==> src/rtl/fetch_pkg.sv <==
// Shared types and constants for the instruction fetch slice.
// Latency: none (types and helpers only).
// Backpressure: not applicable.
package fetch_pkg;

   localparam int          INSTR_BYTES = 4;
   localparam logic [31:0] NOP_INSTR   = 32'h0000_0013;

   // One buffered fetch result: byte address plus the word read from it.
   typedef struct packed {
      logic [31:0] pc;
      logic [31:0] instr;
   } fetch_entry_t;

   // HALT is reachable only when FETCH_MISALIGN_EN is defined.
   typedef enum logic {
      RUN  = 1'b0,
      HALT = 1'b1
   } fetch_state_e;

   // Sequential PC step; wraps modulo 2^32 with no flag.
   function automatic logic [31:0] next_pc(input logic [31:0] pc);
      return pc + 32'(INSTR_BYTES);
   endfunction

endpackage

==> src/rtl/instruction_fetch_if.sv <==
// Fetch-side bundle: imem address/data, redirect request and decode handshake.
// Latency: none (wires only).
// Backpressure: fetchReady from decode; fetchMisalign exists only with FETCH_MISALIGN_EN.
interface instruction_fetch_if;

   logic [31:0] imemAddr;
   logic [31:0] imemData;
   logic        redirectValid;
   logic [31:0] redirectPC;
   logic        fetchValid;
   logic        fetchReady;
   logic [31:0] fetchInstr;
   logic [31:0] fetchPC;
`ifdef FETCH_MISALIGN_EN
   logic        fetchMisalign;

   modport master (
      output imemAddr,
      input  imemData,
      input  redirectValid,
      input  redirectPC,
      output fetchValid,
      input  fetchReady,
      output fetchInstr,
      output fetchPC,
      output fetchMisalign
   );

   modport slave (
      input  imemAddr,
      output imemData,
      output redirectValid,
      output redirectPC,
      input  fetchValid,
      output fetchReady,
      input  fetchInstr,
      input  fetchPC,
      input  fetchMisalign
   );
`else
   modport master (
      output imemAddr,
      input  imemData,
      input  redirectValid,
      input  redirectPC,
      output fetchValid,
      input  fetchReady,
      output fetchInstr,
      output fetchPC
   );

   modport slave (
      input  imemAddr,
      output imemData,
      output redirectValid,
      output redirectPC,
      input  fetchValid,
      output fetchReady,
      input  fetchInstr,
      input  fetchPC
   );
`endif

endinterface

==> src/rtl/fetch_buffer.sv <==
// fetch_buffer: DEPTH-entry FIFO of fetch_entry_t with synchronous flush.
// Latency: a pushed entry is visible at the head the cycle after the push edge.
// Backpressure: full_o when DEPTH entries held; push with pop while full is accepted.
module fetch_buffer
   import fetch_pkg::*;
#(
   parameter int DEPTH = 2
) (
   input  logic         clk,
   input  logic         rst_n,
   input  logic         push_i,
   input  logic         pop_i,
   input  logic         flush_i,
   input  fetch_entry_t wdata_i,
   output fetch_entry_t rdata_o,
   output logic         full_o,
   output logic         empty_o
);

   localparam int PW = $clog2(DEPTH);

   fetch_entry_t  mem_q [DEPTH];
   logic [PW-1:0] wr_q, wr_d;
   logic [PW-1:0] rd_q, rd_d;
   logic [PW:0]   cnt_q, cnt_d;

   // Pointer and count update; flush wins over any push or pop in the same cycle.
   always_comb begin
      wr_d  = wr_q;
      rd_d  = rd_q;
      cnt_d = cnt_q;
      if (flush_i) begin
         wr_d  = '0;
         rd_d  = '0;
         cnt_d = '0;
      end else begin
         if (push_i) wr_d = wr_q + PW'(1);
         if (pop_i)  rd_d = rd_q + PW'(1);
         case ({push_i, pop_i})
            2'b10:   cnt_d = cnt_q + (PW+1)'(1);
            2'b01:   cnt_d = cnt_q - (PW+1)'(1);
            default: cnt_d = cnt_q;
         endcase
      end
   end

   // Pointer/count registers, cleared asynchronously.
   always_ff @(posedge clk or negedge rst_n) begin
      if (!rst_n) begin
         wr_q  <= '0;
         rd_q  <= '0;
         cnt_q <= '0;
      end else begin
         wr_q  <= wr_d;
         rd_q  <= rd_d;
         cnt_q <= cnt_d;
      end
   end

   // Entry storage; contents are don't-care while the count says empty.
   always_ff @(posedge clk) begin
      if (push_i && !flush_i) mem_q[wr_q] <= wdata_i;
   end

   assign rdata_o = mem_q[rd_q];
   assign full_o  = (cnt_q == (PW+1)'(DEPTH));
   assign empty_o = (cnt_q == '0);

endmodule

==> src/rtl/instruction_fetch.sv <==
// instruction_fetch: owns the PC, drives imemAddr and queues {pc, instr} pairs for decode.
// Latency: word at pc visible on fetch outputs the cycle after its push edge; a redirect costs one bubble.
// Backpressure: fetchReady low fills the buffer, after which pc holds until a pop frees an entry.
// Optional FETCH_MISALIGN_EN: misaligned redirect traps into HALT and raises fetchMisalign.
module instruction_fetch
   import fetch_pkg::*;
#(
   parameter logic [31:0] RESET_PC  = 32'h0000_0000,
   parameter int          BUF_DEPTH = 2
) (
   input  logic                clk,
   input  logic                rst_n,
   instruction_fetch_if.master fif
);

   logic [31:0]  pc_q, pc_d;
   fetch_state_e state_q, state_d;
   logic [31:0]  redir_pc;
   logic         buf_push, buf_pop, buf_flush;
   logic         buf_full, buf_empty;
   fetch_entry_t buf_wdata, buf_head;

`ifdef FETCH_MISALIGN_EN
   logic redir_misalign;
   assign redir_pc       = fif.redirectPC;
   assign redir_misalign = |fif.redirectPC[1:0];
`else
   // Without the trap the target is simply word-aligned.
   logic [1:0] redir_lsb_unused;
   assign redir_pc         = {fif.redirectPC[31:2], 2'b00};
   assign redir_lsb_unused = fif.redirectPC[1:0];
`endif

   assign buf_pop   = !buf_empty && fif.fetchReady;
   assign buf_wdata = '{pc: pc_q, instr: fif.imemData};

   // Next PC/state: redirect first, otherwise fetch sequentially while a slot is free.
   always_comb begin
      pc_d      = pc_q;
      state_d   = state_q;
      buf_push  = 1'b0;
      buf_flush = 1'b0;
      if (fif.redirectValid) begin
         buf_flush = 1'b1;
         pc_d      = redir_pc;
`ifdef FETCH_MISALIGN_EN
         state_d   = redir_misalign ? HALT : RUN;
`else
         state_d   = RUN;
`endif
      end else if (state_q == RUN && (!buf_full || buf_pop)) begin
         buf_push = 1'b1;
         pc_d     = next_pc(pc_q);
      end
   end

   // PC and fetch state registers.
   always_ff @(posedge clk or negedge rst_n) begin
      if (!rst_n) begin
         pc_q    <= RESET_PC;
         state_q <= RUN;
      end else begin
         pc_q    <= pc_d;
         state_q <= state_d;
      end
   end

   fetch_buffer #(
      .DEPTH (BUF_DEPTH)
   ) u_buf (
      .clk     (clk),
      .rst_n   (rst_n),
      .push_i  (buf_push),
      .pop_i   (buf_pop),
      .flush_i (buf_flush),
      .wdata_i (buf_wdata),
      .rdata_o (buf_head),
      .full_o  (buf_full),
      .empty_o (buf_empty)
   );

   assign fif.imemAddr   = pc_q;
   assign fif.fetchValid = !buf_empty;
   // An empty buffer reads as zero rather than stale storage.
   assign fif.fetchPC    = buf_empty ? 32'h0 : buf_head.pc;
   assign fif.fetchInstr = buf_empty ? 32'h0 : buf_head.instr;
`ifdef FETCH_MISALIGN_EN
   assign fif.fetchMisalign = (state_q == HALT);
`endif

endmodule

==> src/flat_wrapper.sv <==
// flat-port wrapper written by rule: the top's interface ports become plain ports
module instruction_fetch_flat import fetch_pkg::*;
#(
   parameter logic [31:0] RESET_PC  = 32'h0000_0000,
   parameter int          BUF_DEPTH = 2
)
  (clk, rst_n, fif_imemAddr, fif_imemData, fif_redirectValid, fif_redirectPC, fif_fetchValid, fif_fetchReady, fif_fetchInstr, fif_fetchPC);
  instruction_fetch_if fif_i ();
  input  logic clk;
  input  logic rst_n;
  output wire logic [$bits(fif_i.imemAddr)-1:0] fif_imemAddr;
  input wire logic [$bits(fif_i.imemData)-1:0] fif_imemData;
  input wire logic [$bits(fif_i.redirectValid)-1:0] fif_redirectValid;
  input wire logic [$bits(fif_i.redirectPC)-1:0] fif_redirectPC;
  output wire logic [$bits(fif_i.fetchValid)-1:0] fif_fetchValid;
  input wire logic [$bits(fif_i.fetchReady)-1:0] fif_fetchReady;
  output wire logic [$bits(fif_i.fetchInstr)-1:0] fif_fetchInstr;
  output wire logic [$bits(fif_i.fetchPC)-1:0] fif_fetchPC;
  assign fif_imemAddr = fif_i.imemAddr;
  assign fif_i.imemData = fif_imemData;
  assign fif_i.redirectValid = fif_redirectValid;
  assign fif_i.redirectPC = fif_redirectPC;
  assign fif_fetchValid = fif_i.fetchValid;
  assign fif_i.fetchReady = fif_fetchReady;
  assign fif_fetchInstr = fif_i.fetchInstr;
  assign fif_fetchPC = fif_i.fetchPC;
  instruction_fetch #(.RESET_PC(RESET_PC), .BUF_DEPTH(BUF_DEPTH)) u_core (.clk(clk), .rst_n(rst_n), .fif(fif_i));
endmodule
==> config.mk <==
export PLATFORM = sky130hd
export DESIGN_NAME = instruction_fetch_flat
export DESIGN_NICKNAME = d
export VERILOG_FILES = /design/src/rtl/fetch_pkg.sv /design/src/rtl/instruction_fetch_if.sv /design/src/rtl/fetch_buffer.sv /design/src/rtl/instruction_fetch.sv /design/src/flat_wrapper.sv
export SDC_FILE = /design/constraint.sdc
export NUM_CORES = 1
export LEC_CHECK = 0
export ABC_AREA = 1
export ABC_CLOCK_PERIOD_IN_PS = 5550
export BUFFER_PORTS_ARGS = -buffer_cell sky130_fd_sc_hd__buf_2
export CAP_MARGIN = 20
export CORE_UTILIZATION = 54
export DETAILED_ROUTE_END_ITERATION = 16
export PLACE_DENSITY = 0.8
export SLEW_MARGIN = 20
export SYNTH_ARGS = -nofsm -noshare
export SYNTH_HDL_FRONTEND = slang
export SYNTH_SLANG_ARGS = --single-unit
==> constraint.sdc <==
create_clock -name clk -period 5.55 [get_ports clk]
set_input_delay 0.2775 -clock clk [delete_from_list [all_inputs] [get_ports clk]]
set_output_delay 0.2775 -clock clk [all_outputs]
set_load 0.05 [all_outputs]
## Yosys cells after proc, flatten, opt, wreduce, memory -nomap -nowiden

Memories as Yosys holds them, arrays and structs flattened.
Index checks and enable logic that the tools add are counted.

| word-level totals | value |
|---|---|
| RAM bits | 128 |
| word-level logic and storage cells | 39 |
| bits in registers | 36 |
| memories | 1 |
| input bits | 68 |
| output and inout port bits | 97 |

Memory list:

| name | words | bits a word | rd ports | clocked after memory_dff | write ports | RTL line | RTL |
|---|---|---|---|---|---|---|---|
| u_core.u_buf.mem_q | 2 | 64 | 1 | 0 | 1 | fetch_buffer.sv:22 | `fetch_entry_t mem_q [DEPTH];` |

| operators by class | value |
|---|---|
| reduce and logical (&&, ||, !) cells | 11 |
| equal/unequal tests | 3 |
| mux-type cells | 15 |
| add/subtract/negate cells | 5 |

Operators by type and width:

| operator | count |
|---|---|
| two-way mux 32 bit | 4 |
| adder 32 x 3 -> 32 bit (second input constant) | 1 |
| two-way mux 1 bit | 9 |
| nonzero test 2 bit | 3 |
| == test 2 bit (second input constant) | 2 |
| one-hot mux 2 bit (2 select lines) | 1 |
| zero test 1 bit | 3 |
| nonzero test 3 bit | 1 |
| adder 1 bit (second input constant) | 2 |
| adder 2 x 1 -> 2 bit (second input constant) | 1 |
| == test 2 x 1 -> 1 bit (second input constant) | 1 |
| logical AND 1 bit | 2 |
| zero test 2 bit | 1 |
| two-way mux 2 bit | 1 |
| subtractor 2 x 1 -> 2 bit (second input constant) | 1 |
| logical OR 1 bit | 1 |

## Depth between registers and ports, before layout

Gate-level depths: netlist of the first run.

| logic depth | value |
|---|---|
| depth in word-level cells | 9 |
| mapped depth | 10 |
| mapped depth without buffers | 10 |

## By module

From an unflattened synthesis of the first run, not the netlist that was laid out.

| second synthesis, totals | value |
|---|---|
| cells, all modules | 711 |
| area total of the unflattened synthesis | 7,751.2 um^2 |

By module, submodules not included:

| module | instances | seq. area each (um^2) | area each (um^2) | cells each |
|---|---|---|---|---|
| fetch_buffer | 1 | 3,943.8 | 4,997.3 | 232 |
| instruction_fetch | 1 | 750.7 | 2,753.9 | 479 |

## Least setup slack after synthesis of the first run

Ideal clock, no wire load.

| path | value |
|---|---|
| path type | reg2reg |
| start | register u_core.u_buf.cnt_q[0] |
| end | memory u_core.u_buf.mem_q[0][0] in the netlist's numbering (enable) |
| arrival time | 3,353 ps |
| setup time | 483 ps |
| data required time | 5,067 ps |
| buffers on the path | 0 |
| setup slack | 1,714 ps |
| cell stages (with the launch flop) | 7 |
| period minus slack after synthesis | 3,836 ps |
| cells stage by stage | dfrtp_1 > inv_2 > nand2_1 > nor2_2 > inv_2 > nand2_4 > nor2_1 |

| on the way | value |
|---|---|
| longest elaborated chain between the ends | 9 |
| elaborated cells on any way between the ends | 11 |
| classes of those cells | 1 x eq/ne; 4 x mux; 6 x reduce/logical |

RTL lines:

| item | RTL line | RTL |
|---|---|---|
| start, declared | fetch_buffer.sv:25 | `logic [PW:0] cnt_q, cnt_d;` |
| start signal, assigned | fetch_buffer.sv:56 | `cnt_q <= cnt_d;` |
| zero test 2 bit | fetch_buffer.sv:67 | `assign empty_o = (cnt_q == '0);` |
| zero test 1 bit | instruction_fetch.sv:34 | `assign buf_pop = !buf_empty && fif.fetchReady;` |
| logical AND 1 bit | instruction_fetch.sv:34 |  |
| logical OR 1 bit * | instruction_fetch.sv:51 | `end else if (state_q == RUN && (!buf_full \|\| buf_pop)) begin` |
| two-way mux 1 bit * | instruction_fetch.sv:51 |  |
| two-way mux 1 bit * | instruction_fetch.sv:43 | `if (fif.redirectValid) begin` |
| logical AND 1 bit * | fetch_buffer.sv:62 | `if (push_i && !flush_i) mem_q[wr_q] <= wdata_i;` |
| two-way mux 1 bit * | fetch_buffer.sv:62 |  |
| two-way mux 1 bit (implied by the code) * | fetch_buffer.sv:62 |  |
| end, declared | fetch_buffer.sv:22 |  |

Mark *: on every way between the ends. The rest lies on a longest branch, timed or not.

## Worst setup path in the final report of the first run

| path | value |
|---|---|
| start | register u_core.u_buf.cnt_q[0] |
| end | memory u_core.u_buf.mem_q[0][3] in the netlist's numbering (enable) |

Same word-level chain as after synthesis.

==> flow_summary.json, run 1 <==
{
  "ir_worst_vdd_v": 0.000297,
  "drtIter0Drc": 368,
  "syn2layout_area_growth_pct": 21.9,
  "synth_area_leader_cell": "edfxtp_1",
  "worstHoldStart": "fif_imemData[14]",
  "fp.dieW_um": 116,
  "power.density_nw_per_um2": 572,
  "min_period_ns": 2.64,
  "period_share_pct": 47.5,
  "cts_tree": "built",
  "port_buffers": 158,
  "place_congestion": 0.984,
  "die_area_um2": 13500,
  "ys_top_cells_by_area": "edfxtp_1 53%, nand2_1 15%, dfrtp_1 12%, a21oi_1 4.8%, nor2_1 2.7%",
  "cp_max_fo": 36,
  "grt_max_degree": 65,
  "r2r_setup_slack_ns": 2.91,
  "nets": 928,
  "grt_use_total_pct": 24.5,
  "clock_latency_ns": 0.42,
  "clk_pin_slew_ns": 0.06,
  "ioPinCount": 165,
  "synth_area_um2": 7020,
  "r2r_cells": 7,
  "post_cts_buffers": 0,
  "grt_pass1_wl_um": 24400,
  "initial_utilization_pct": 55.4,
  "clock_sinks": 158,
  "ant_nets": 0,
  "status": "finished clean",
  "drc_errors": 0,
  "start_kind": "flip-flop",
  "rsz0062_at_grt": "no",
  "slowest_delay_ns": 0.85,
  "dp_hpwl_um": 10300,
  "overflow": 0,
  "cts_resized": 0,
  "grt_busiest_layer": "met2",
  "synth_top_area_share_pct": 53.0,
  "num_rows": 41,
  "n_antenna_cell": 0,
  "clock_path_buffers": 2,
  "cts_buffers": 17,
  "vias": 5396,
  "crit_family": "simple AND/OR/NAND/NOR gates",
  "cp.arrival_ns": 2.71,
  "drive_gt1_share_pct": 25.6,
  "critPathCaptureType": "flip-flop",
  "setup_viol": 0,
  "hp-class": "primary input to flip-flop",
  "crit_top_cell": "inv_2",
  "antenna_found_initial": 0,
  "worst_pin_slew_ns": 1.08,
  "fp.dieH_um": 116,
  "wl_um": 15900,
  "yosysWarnings": 0,
  "synth-seq-cells": 158,
  "hold_viol": 0,
  "path_cells": "inv_2 > nand2_1 > nor2_2 > inv_2 > nand2_4 > nor2_4 > buf_4",
  "slew_viol_final": 0,
  "p_leak_nw": 3.68,
  "clock-root-buffer": "clkbuf_16",
  "syn_inst": 704,
  "drtPass1Iterations": 4,
  "cp.required_ns": 5.62,
  "grtUsageMet2_pct": 39.5,
  "routed_via_density": 5.17,
  "critPathBufInv": 3,
  "worstSetupPathType": "flip-flop to flip-flop",
  "met1_usage_pct": 33.2,
  "max_clock_freq_mhz": 379,
  "finalSetupTns_ns": 0,
  "crit_path_top_delay_cell": "nor2_4",
  "total_power_mw": 4.89,
  "synth.yosys.seq_area_share_pct": 65.2,
  "met3_usage_pct": 5.23,
  "r2r-start": "u_core.u_buf.cnt_q[0]",
  "relSlewSlack_pct": 27.8,
  "grt_pass1_vias": 4833,
  "hold_end": "u_core.u_buf.mem_q[0][14]",
  "synth_area_per_cell_um2": 9.97,
  "cts_htree_levels": 4,
  "avgRoutedWirePerCell_um": 15.2,
  "maxCapViolations": 0,
  "min_path_cells": 1,
  "worstReg2RegEnd": "u_core.u_buf.mem_q[0][3]",
  "core_um2": 12700,
  "ys_types": 32,
  "finalClockSkew_ns": 0.00809,
  "cts_hold_buf": 1
}
## logic make-up after synthesis
group | count (synthesis) | synth area share, %
other | 1 | 0.0534
flip-flops | 158 | 65.2
buffers and inverters | 60 | 3.57
adder cells (fa/ha/maj) | 2 | 0.356
XOR/XNOR | 13 | 1.73
AO/OA/AOI/OAI | 83 | 6.19
AND/OR/NAND/NOR | 387 | 22.9
## worst max path at each step
| stage | slack (ns) | cells after the start | from | endpoint |
|---|---|---|---|---|
| floorplan | 1.71 | 6 | u_core.u_buf.cnt_q[0] | u_core.u_buf.mem_q[0][0] |
| global placement | 2.60 | 5 | fif_redirectValid | u_core.u_buf.mem_q[0][52] |
| detailed placement | 2.58 | 5 | fif_redirectValid | u_core.u_buf.mem_q[0][52] |
| CTS | 2.88 | 7 | u_core.u_buf.cnt_q[0] | u_core.u_buf.mem_q[0][55] |
| global route | 2.74 | 7 | u_core.u_buf.cnt_q[0] | u_core.u_buf.mem_q[0][56] |
| finish | 2.91 | 7 | u_core.u_buf.cnt_q[0] | u_core.u_buf.mem_q[0][3] |
## placed cells by master, fill, tap and decap left out, types with 2 or more instances in the layout
cell and count:
xnor2_1 3, buf_2 158, o21ai_0 8, clkinv_2 3
clkbuf_1 2, o211ai_1 4, edfxtp_1 124, dfrtp_1 33
a21oi_1 67, nand2_2 5, clkinv_1 2, nor2_1 47
nor2_2 7, o21bai_1 2, ha_1 2, nand3_2 3
nand2_1 279, nor2_4 5, bufinv_16 3, clkinvlp_4 4
inv_2 6, nand3_1 34, xor2_1 9, nand2_4 2
inv_1 22, buf_4 4, conb_1 4, clkbuf_16 17
## per-stage QoR
| step | setup WS [ns] | cell area, µm² | util (%) | instances | hold WS [ns] |
|---|---|---|---|---|---|
| after floorplan | 1.71 | 7030 | - | 707 | -0.0181 |
| after global placement | 2.60 | 7950 | 62.7 | 1010 | 0.399 |
| after detailed placement | 2.58 | 7950 | 62.7 | 1010 | 0.405 |
| after CTS | 2.88 | 8550 | 67.5 | 1043 | 0.0276 |
| after global routing | 2.74 | 8550 | 67.5 | 1043 | 0.0255 |
| final | 2.91 | 8550 | 67.5 | 1043 | 0.0474 |
## cells in the mapped netlist
cell type / number
o21bai_1: 2
o21ai_0: 8
dfrtp_1: 34
nand2_1: 279
nor2_2: 7
nand2_4: 2
conb_1: 1
nor3_1: 1
xor2_2: 1
and2_1: 1
nand2_2: 5
a21o_1: 1
xor2_1: 9
a21oi_1: 67
inv_2: 7
nor2_4: 2
o211ai_1: 4
nor3_4: 1
buf_1: 4
a31oi_1: 1
nand3b_1: 1
buf_2: 5
inv_1: 22
nor2_8: 1
xnor2_1: 3
nor2_1: 50
nand3_1: 34
edfxtp_1: 124
ha_1: 2
buf_4: 5
clkbuf_1: 17
nand3_2: 3
## final cells by class
type,count,area (µm²)
fill,995,4120
clock buffer,20,447
timing repair buffer,163,831
sequential,158,4580
multi-input combinational,489,2230
tap,172,215
clock inverter,12,146
inverter,29,110
## sequential cells by signal, indices dropped and copies added, names as in the netlist
signal               flops
u_core.u_buf.mem_q     124
u_core.fif.imemAddr     30
u_core.u_buf.rd_q        1
u_core.u_buf.cnt_q       2
u_core.u_buf.wr_q        1
## routing by layer
layer | vias to the layer above | share of wire [%]
met2 | 211 | 48
met5 | - | 0
met1 | 2528 | 44
met3 | 15 | 6.9
met4 | 0 | 1.1
li1 | 2642 | -
## worst register-to-register path, delay by kind of cell (launching register included)
kind	cells	cell delay, ns
DFF	1	0.42
buffers and inverters	3	0.71
and+or+nand+nor	4	1.17
## where the power goes
group,switching (mW),total [mW],internal [mW]
Clock,0.437,1.15,0.714
Combinational,1.69,2.09,0.405
Sequential,0.137,1.65,1.51
Total,2.26,4.89,2.63
Note: power is estimated with default switching activity, not from simulation.
==> run 2, diff against run 1 <==
--- a/config.mk
+++ b/config.mk
@@ -6,12 +6,12 @@
 export NUM_CORES = 1
 export LEC_CHECK = 0
 export ABC_AREA = 1
-export ABC_CLOCK_PERIOD_IN_PS = 5550
+export ABC_CLOCK_PERIOD_IN_PS = 2300
 export BUFFER_PORTS_ARGS = -buffer_cell sky130_fd_sc_hd__buf_2
 export CAP_MARGIN = 20
-export CORE_UTILIZATION = 54
+export CORE_UTILIZATION = 49
 export DETAILED_ROUTE_END_ITERATION = 16
-export PLACE_DENSITY = 0.8
+export PLACE_DENSITY = 0.77
 export SLEW_MARGIN = 20
 export SYNTH_ARGS = -nofsm -noshare
 export SYNTH_HDL_FRONTEND = slang
==> constraint.sdc (replaced) <==
create_clock -name clk -period 2.3 [get_ports clk]
set_input_delay 0.115 -clock clk [delete_from_list [all_inputs] [get_ports clk]]
set_output_delay 0.115 -clock clk [all_outputs]
set_load 0.05 [all_outputs]
==> run 2 against run 1 <==
- sequential power is 140% higher
- register-to-register slack got worse by 2.5 ns
- power rose to 2.5 times the previous value
- die area grew 10%
- worst hold slack worse by 0.0099 ns
- via count rose by 6.0%
- clock skew fell by 0.0028 ns
- sequential share of layout area is 4.8 points lower
- core utilization fell by 0.061 points
- clock-buffer cell count is the same
- wire length is 7.4% higher
- first-iteration DRC count increased by 6.3%
==> flow_summary.json, run 2 (synthesized netlist as in run 1, its figures left out) <==
{
  "status": "finished clean",
  "min_path_cells": 5,
  "ioPinCount": 165,
  "fp.dieW_um": 122,
  "relSlewSlack_pct": 45.5,
  "fin_util_pct": 67.4,
  "final_common_cell": "nand2_1",
  "cp_max_fo": 51,
  "finalSetupTns_ns": 0,
  "power_frac_seq_pct": 32.2,
  "r2r-start": "u_core.fif.imemAddr[2]",
  "clock_path_buffers": 2,
  "drtIter0Drc": 391,
  "worst_pin_slew_ns": 0.818,
  "worstReg2RegEnd": "u_core.fif.imemAddr[22]",
  "dp_hpwl_um": 10800,
  "core_um2": 13900,
  "multi_input_area_um2": 2230,
  "hp-class": "primary input to flip-flop",
  "placed_cells": 1024,
  "ant_nets": 0,
  "start_kind": "flip-flop",
  "fp.dieH_um": 122,
  "clk_pin_slew_ns": 0.06,
  "grt_pass1_wl_um": 26900,
  "seq_area_um2": 4580,
  "rsz0062_at_grt": "no",
  "cts_tree": "built",
  "total_power_mw": 12.4,
  "critPathCaptureType": "output port",
  "antenna_found_initial": 0,
  "crit_path_top_delay_cell": "dfrtp_2",
  "drive_gt1_share_pct": 24.8,
  "place_congestion": 0.911,
  "holdWs_ns": 0.0376,
  "wl_um": 17100,
  "r2r_setup_slack_ns": 0.41,
  "num_rows": 43,
  "nets": 994,
  "worstSetupPathType": "flip-flop to output port",
  "grt_pass1_vias": 5474,
  "place_area_um2": 8170,
  "cp.required_ns": 2.18,
  "fin_cells": 1117,
  "overflow": 0,
  "slew_viol_final": 0,
  "finalClockSkew_ns": 0.00529,
  "cp.arrival_ns": 1.95,
  "grt_use_total_pct": 24.2,
  "largest_reg_flops": 124,
  "port_buffers": 158,
  "power.density_nw_per_um2": 1320,
  "fillCellCount": 1069,
  "layout_common_cells": "279 x nand2_1, 151 x buf_2, 124 x edfxtp_1",
  "period_share_pct": 89.6,
  "netSwitchingFraction_pct": 45.3,
  "power.internal_mw": 6.77,
  "n_antenna_cell": 0,
  "initial_utilization_pct": 50.4,
  "ir_worst_vdd_v": 0.000936,
  "grt_max_degree": 65,
  "drtPass1Iterations": 5,
  "avgRoutedWirePerCell_um": 15.3,
  "cts_htree_levels": 4,
  "p_switching_mw": 5.61,
  "p_clk_share_pct": 23.3,
  "clock_sinks": 158,
  "syn2layout_area_growth_pct": 33.9,
  "r2r_cells": 10,
  "routed_via_density": 5.12,
  "top_register": "u_core.u_buf.mem_q",
  "setup_viol": 0,
  "post_cts_buffers": 0,
  "worstHoldStart": "fif_redirectPC[31]",
  "slowest_delay_ns": 0.43,
  "die_area_um2": 14800,
  "final.setup.worst_slack_ns": 0.239,
  "hold_viol": 0,
  "clock-root-buffer": "clkbuf_16",
  "maxCapViolations": 0,
  "cts_buffers": 17,
  "place_ws_ns": 0.437,
  "min_period_ns": 2.06,
  "p_leak_nw": 4.03,
  "path_cells": "inv_2 > buf_12 > nand2_1 > a21oi_1 > buf_2",
  "hold_end": "u_core.fif.imemAddr[31]",
  "clock_latency_ns": 0.42,
  "final_area_um2": 9400,
  "drc_errors": 0,
  "comb_power_share_pct": 44.6,
  "max_clock_freq_mhz": 485,
  "vias": 5719
}
-- run 2: worst max path at each step --
stage | cells past startpoint | endpoint | start
final | 5 | fif_fetchPC[20] | u_core.u_buf.rd_q
after global routing | 5 | fif_fetchPC[20] | u_core.u_buf.rd_q
after CTS | 5 | fif_fetchPC[20] | u_core.u_buf.rd_q
after detailed placement | 10 | u_core.fif.imemAddr[22] | u_core.fif.imemAddr[2]
after global placement | 10 | u_core.fif.imemAddr[22] | u_core.fif.imemAddr[2]
after floorplan | 6 | u_core.u_buf.mem_q[0][0] | u_core.u_buf.cnt_q[0]
-- run 2: power groups by stage --
stage               registers (mW)  logic, mW  clock network, mW
floorplan                     4.28       3.57                  0
global placement              4.02       5.40                  0
detailed placement            4.04       5.45                  0
CTS                           3.98       5.54               2.92
global route                  4.04       5.87               3.05
finish                        3.98       5.52               2.88
-- run 2: what timing repair did --
action,4_1_cts,5_1_grt
resized for setup,0,0
hold buffers,61,0
setup endpoints to repair,0,0
endpoints found under the hold margin,126,0
-- run 2: final cells by class --
| class | count | area share [%] |
|---|---|---|
| clock buffers | 20 | 4.86 |
| clock inverters | 12 | 1.69 |
| inverters | 29 | 1.16 |
| multi-input cells | 489 | 23.7 |
| flip-flops and latches | 158 | 48.7 |
| well taps | 180 | 2.40 |
| repair buffers | 229 | 17.5 |
-- run 2: worst max-delay path: cells and delay by family (launching register included) --
kind | cells | cell delay [ns]
AO/OA/AOI/OAI | 1 | 0.18
flip-flops | 1 | 0.43
AND/OR/NAND/NOR | 1 | 0.09
buffers and inverters | 3 | 0.79
-- run 2: layer usage --
metal  up-vias  part of all wire (%)  track usage (%)
met3        22                   8.0             4.96
met5         -                     0                0
li1       2776                     -                -
met4         0                   1.8             9.10
met2       248                    49             40.8
met1      2673                    41             30.7
==> run 3, diff against run 2 <==
--- a/config.mk
+++ b/config.mk
@@ -9,8 +9,11 @@
 export ABC_CLOCK_PERIOD_IN_PS = 2300
 export BUFFER_PORTS_ARGS = -buffer_cell sky130_fd_sc_hd__buf_2
 export CAP_MARGIN = 20
+export CORE_MARGIN = 2
 export CORE_UTILIZATION = 49
+export CTS_BUF_LIST = sky130_fd_sc_hd__clkbuf_16
 export DETAILED_ROUTE_END_ITERATION = 16
+export GPL_ROUTABILITY_DRIVEN = 0
 export PLACE_DENSITY = 0.77
 export SLEW_MARGIN = 20
 export SYNTH_ARGS = -nofsm -noshare
==> run 3 against run 2 <==
- sequential cell count is the same
- sequential share of layout area grew 0.19 points
- non-clock buffer count grew 1
- register-to-register slack gained 0.06 ns
- core utilization shrank 0.26 points
- clock skew grew 0.0019 ns
- via count shrank 0.31%
- maximum frequency shrank 2.2%
- critical endpoint is now fif_fetchPC[22]
- highest routed layer unchanged
==> flow_summary.json, run 3 (synthesized netlist as in run 1, its figures left out) <==
{
  "power.internal_mw": 6.50,
  "power_frac_seq_pct": 33.0,
  "critPathCaptureType": "output port",
  "wl_um": 17200,
  "slew_viol_final": 0,
  "p_clk_share_pct": 22.1,
  "power.density_nw_per_um2": 1300,
  "nets": 995,
  "routed_via_density": 5.10,
  "vias": 5701,
  "clk_pin_slew_ns": 0.06,
  "hold_viol": 0,
  "drive_gt1_share_pct": 25.1,
  "crit_path_top_delay_cell": "dfrtp_2",
  "ioPinCount": 165,
  "fp.dieW_um": 124,
  "grt_pass1_wl_um": 26700,
  "start_kind": "flip-flop",
  "p_leak_nw": 4.01,
  "num_rows": 43,
  "cts_htree_levels": 4,
  "seq_area_um2": 4580,
  "clock_sinks": 158,
  "slowest_delay_ns": 0.57,
  "die_area_um2": 15300,
  "antenna_found_initial": 0,
  "netSwitchingFraction_pct": 46.7,
  "cts_tree": "built",
  "post_cts_buffers": 0,
  "cp_max_fo": 46,
  "total_power_mw": 12.2,
  "finalSetupTns_ns": 0,
  "dp_hpwl_um": 11000,
  "multi_input_area_um2": 2230,
  "drtIter0Drc": 347,
  "worstSetupPathType": "flip-flop to output port",
  "period_share_pct": 91.6,
  "grt_pass1_vias": 5461,
  "clock_latency_ns": 0.42,
  "max_clock_freq_mhz": 474,
  "min_path_cells": 3,
  "comb_power_share_pct": 45.0,
  "maxCapViolations": 0,
  "worst_pin_slew_ns": 0.836,
  "p_switching_mw": 5.69,
  "drc_errors": 0,
  "initial_utilization_pct": 50.4,
  "r2r_cells": 7,
  "layout_common_cells": "279 x nand2_1, 151 x buf_2, 124 x edfxtp_1",
  "largest_reg_flops": 124,
  "syn2layout_area_growth_pct": 33.4,
  "grt_max_degree": 48,
  "drtPass1Iterations": 4,
  "fillCellCount": 1063,
  "ir_worst_vdd_v": 0.000850,
  "final_common_cell": "nand2_1",
  "cp.arrival_ns": 1.99,
  "clock-root-buffer": "clkbuf_16",
  "cts_hold_buf": 60,
  "overflow": 0,
  "port_buffers": 158,
  "fp.dieH_um": 124,
  "min_period_ns": 2.11,
  "cp.required_ns": 2.18,
  "finalClockSkew_ns": 0.00714,
  "grt_use_total_pct": 23.4,
  "hp-class": "primary input to flip-flop",
  "cts_buffers": 17,
  "status": "finished clean",
  "clock_path_buffers": 2,
  "path_cells": "inv_2 > buf_12 > nand2_1 > a21oi_1 > buf_2",
  "cts_resized": 0,
  "avgRoutedWirePerCell_um": 15.4,
  "ant_nets": 0,
  "relSlewSlack_pct": 44.3,
  "n_antenna_cell": 0,
  "setup_viol": 0,
  "core_um2": 13900,
  "rsz0062_at_grt": "no",
  "top_register": "u_core.u_buf.mem_q"
}
-- run 3: changes by cell type in the layout (fill, tap and decap cells not counted) --
cell and change:
inv_6 +5, buf_4 +2, bufinv_16 -2, clkbuf_8 -2, clkbuf_1 -1, clkinv_2 -1
dlygate4sd3_1 -1, inv_8 +1
-- run 3: path summary, 6_finish.rpt --
check | to | slack [ns] | from
max | fif_fetchPC[22] | 0.19 | u_core.u_buf.rd_q
min | u_core.fif.imemAddr[7] | 0.02 | fif_redirectPC[7]
max reg2reg | u_core.u_buf.mem_q[0][2] | 0.47 | u_core.u_buf.cnt_q[0]
min reg2reg | u_core.u_buf.mem_q[1][63] | 0.59 | u_core.fif.imemAddr[31]
max in group asynchronous | u_core.u_buf.rd_q | 1.37 | rst_n
min in group asynchronous | u_core.fif.imemAddr[17] | 0.34 | rst_n
-- run 3: critical path, delay by kind of cell (launching register included) --
family                 cells  cell delay, ns
and+or+nand+nor            1            0.07
DFF                        1            0.57
buffers and inverters      3            0.69
AOI/OAI and AO/OA          1            0.22
-- run 3: metal layers --
| metal | vias to the layer above | GRT usage (%) | routed length (µm) |
|---|---|---|---|
| met5 | - | 0 | 0 |
| met4 | 0 | 9.09 | 311 |
| met3 | 28 | 5.68 | 1220 |
| met2 | 212 | 39.6 | 8500 |
| met1 | 2681 | 29.3 | 7140 |
| li1 | 2780 | - | - |
-- run 3: layout make-up --
| cell class | instances | area share, % |
|---|---|---|
| Timing Repair Buffer | 230 | 17.6 |
| Clock buffer | 17 | 4.54 |
| Tap cell | 180 | 2.41 |
| Inverter | 29 | 1.16 |
| Multi-Input combinational cell | 489 | 23.8 |
| Clock inverter | 15 | 1.59 |
| Sequential cell | 158 | 48.9 |
-- run 3: power by group through the flow --
| stage | sequential, mW | clock, mW | combinational [mW] |
|---|---|---|---|
| after global routing | 4.08 | 2.87 | 5.84 |
| final | 4.02 | 2.69 | 5.48 |
| after detailed placement | 4.07 | 0 | 5.41 |
| after global placement | 4.05 | 0 | 5.35 |
| after floorplan | 4.28 | 0 | 3.57 |
| after CTS | 4.01 | 2.74 | 5.50 |
-- run 3: metrics by stage --
step	area, µm²	hold slack [ns]	util [%]	cells	setup WS (ns)
floorplan	7050	-0.181	-	707	0.211
global placement	8190	0.241	58.8	1026	0.488
detailed placement	8190	0.249	58.8	1026	0.487
CTS	9360	0.0141	67.2	1118	0.161
global route	9360	0.0207	67.2	1118	0.0378
finish	9360	0.0226	67.2	1118	0.192
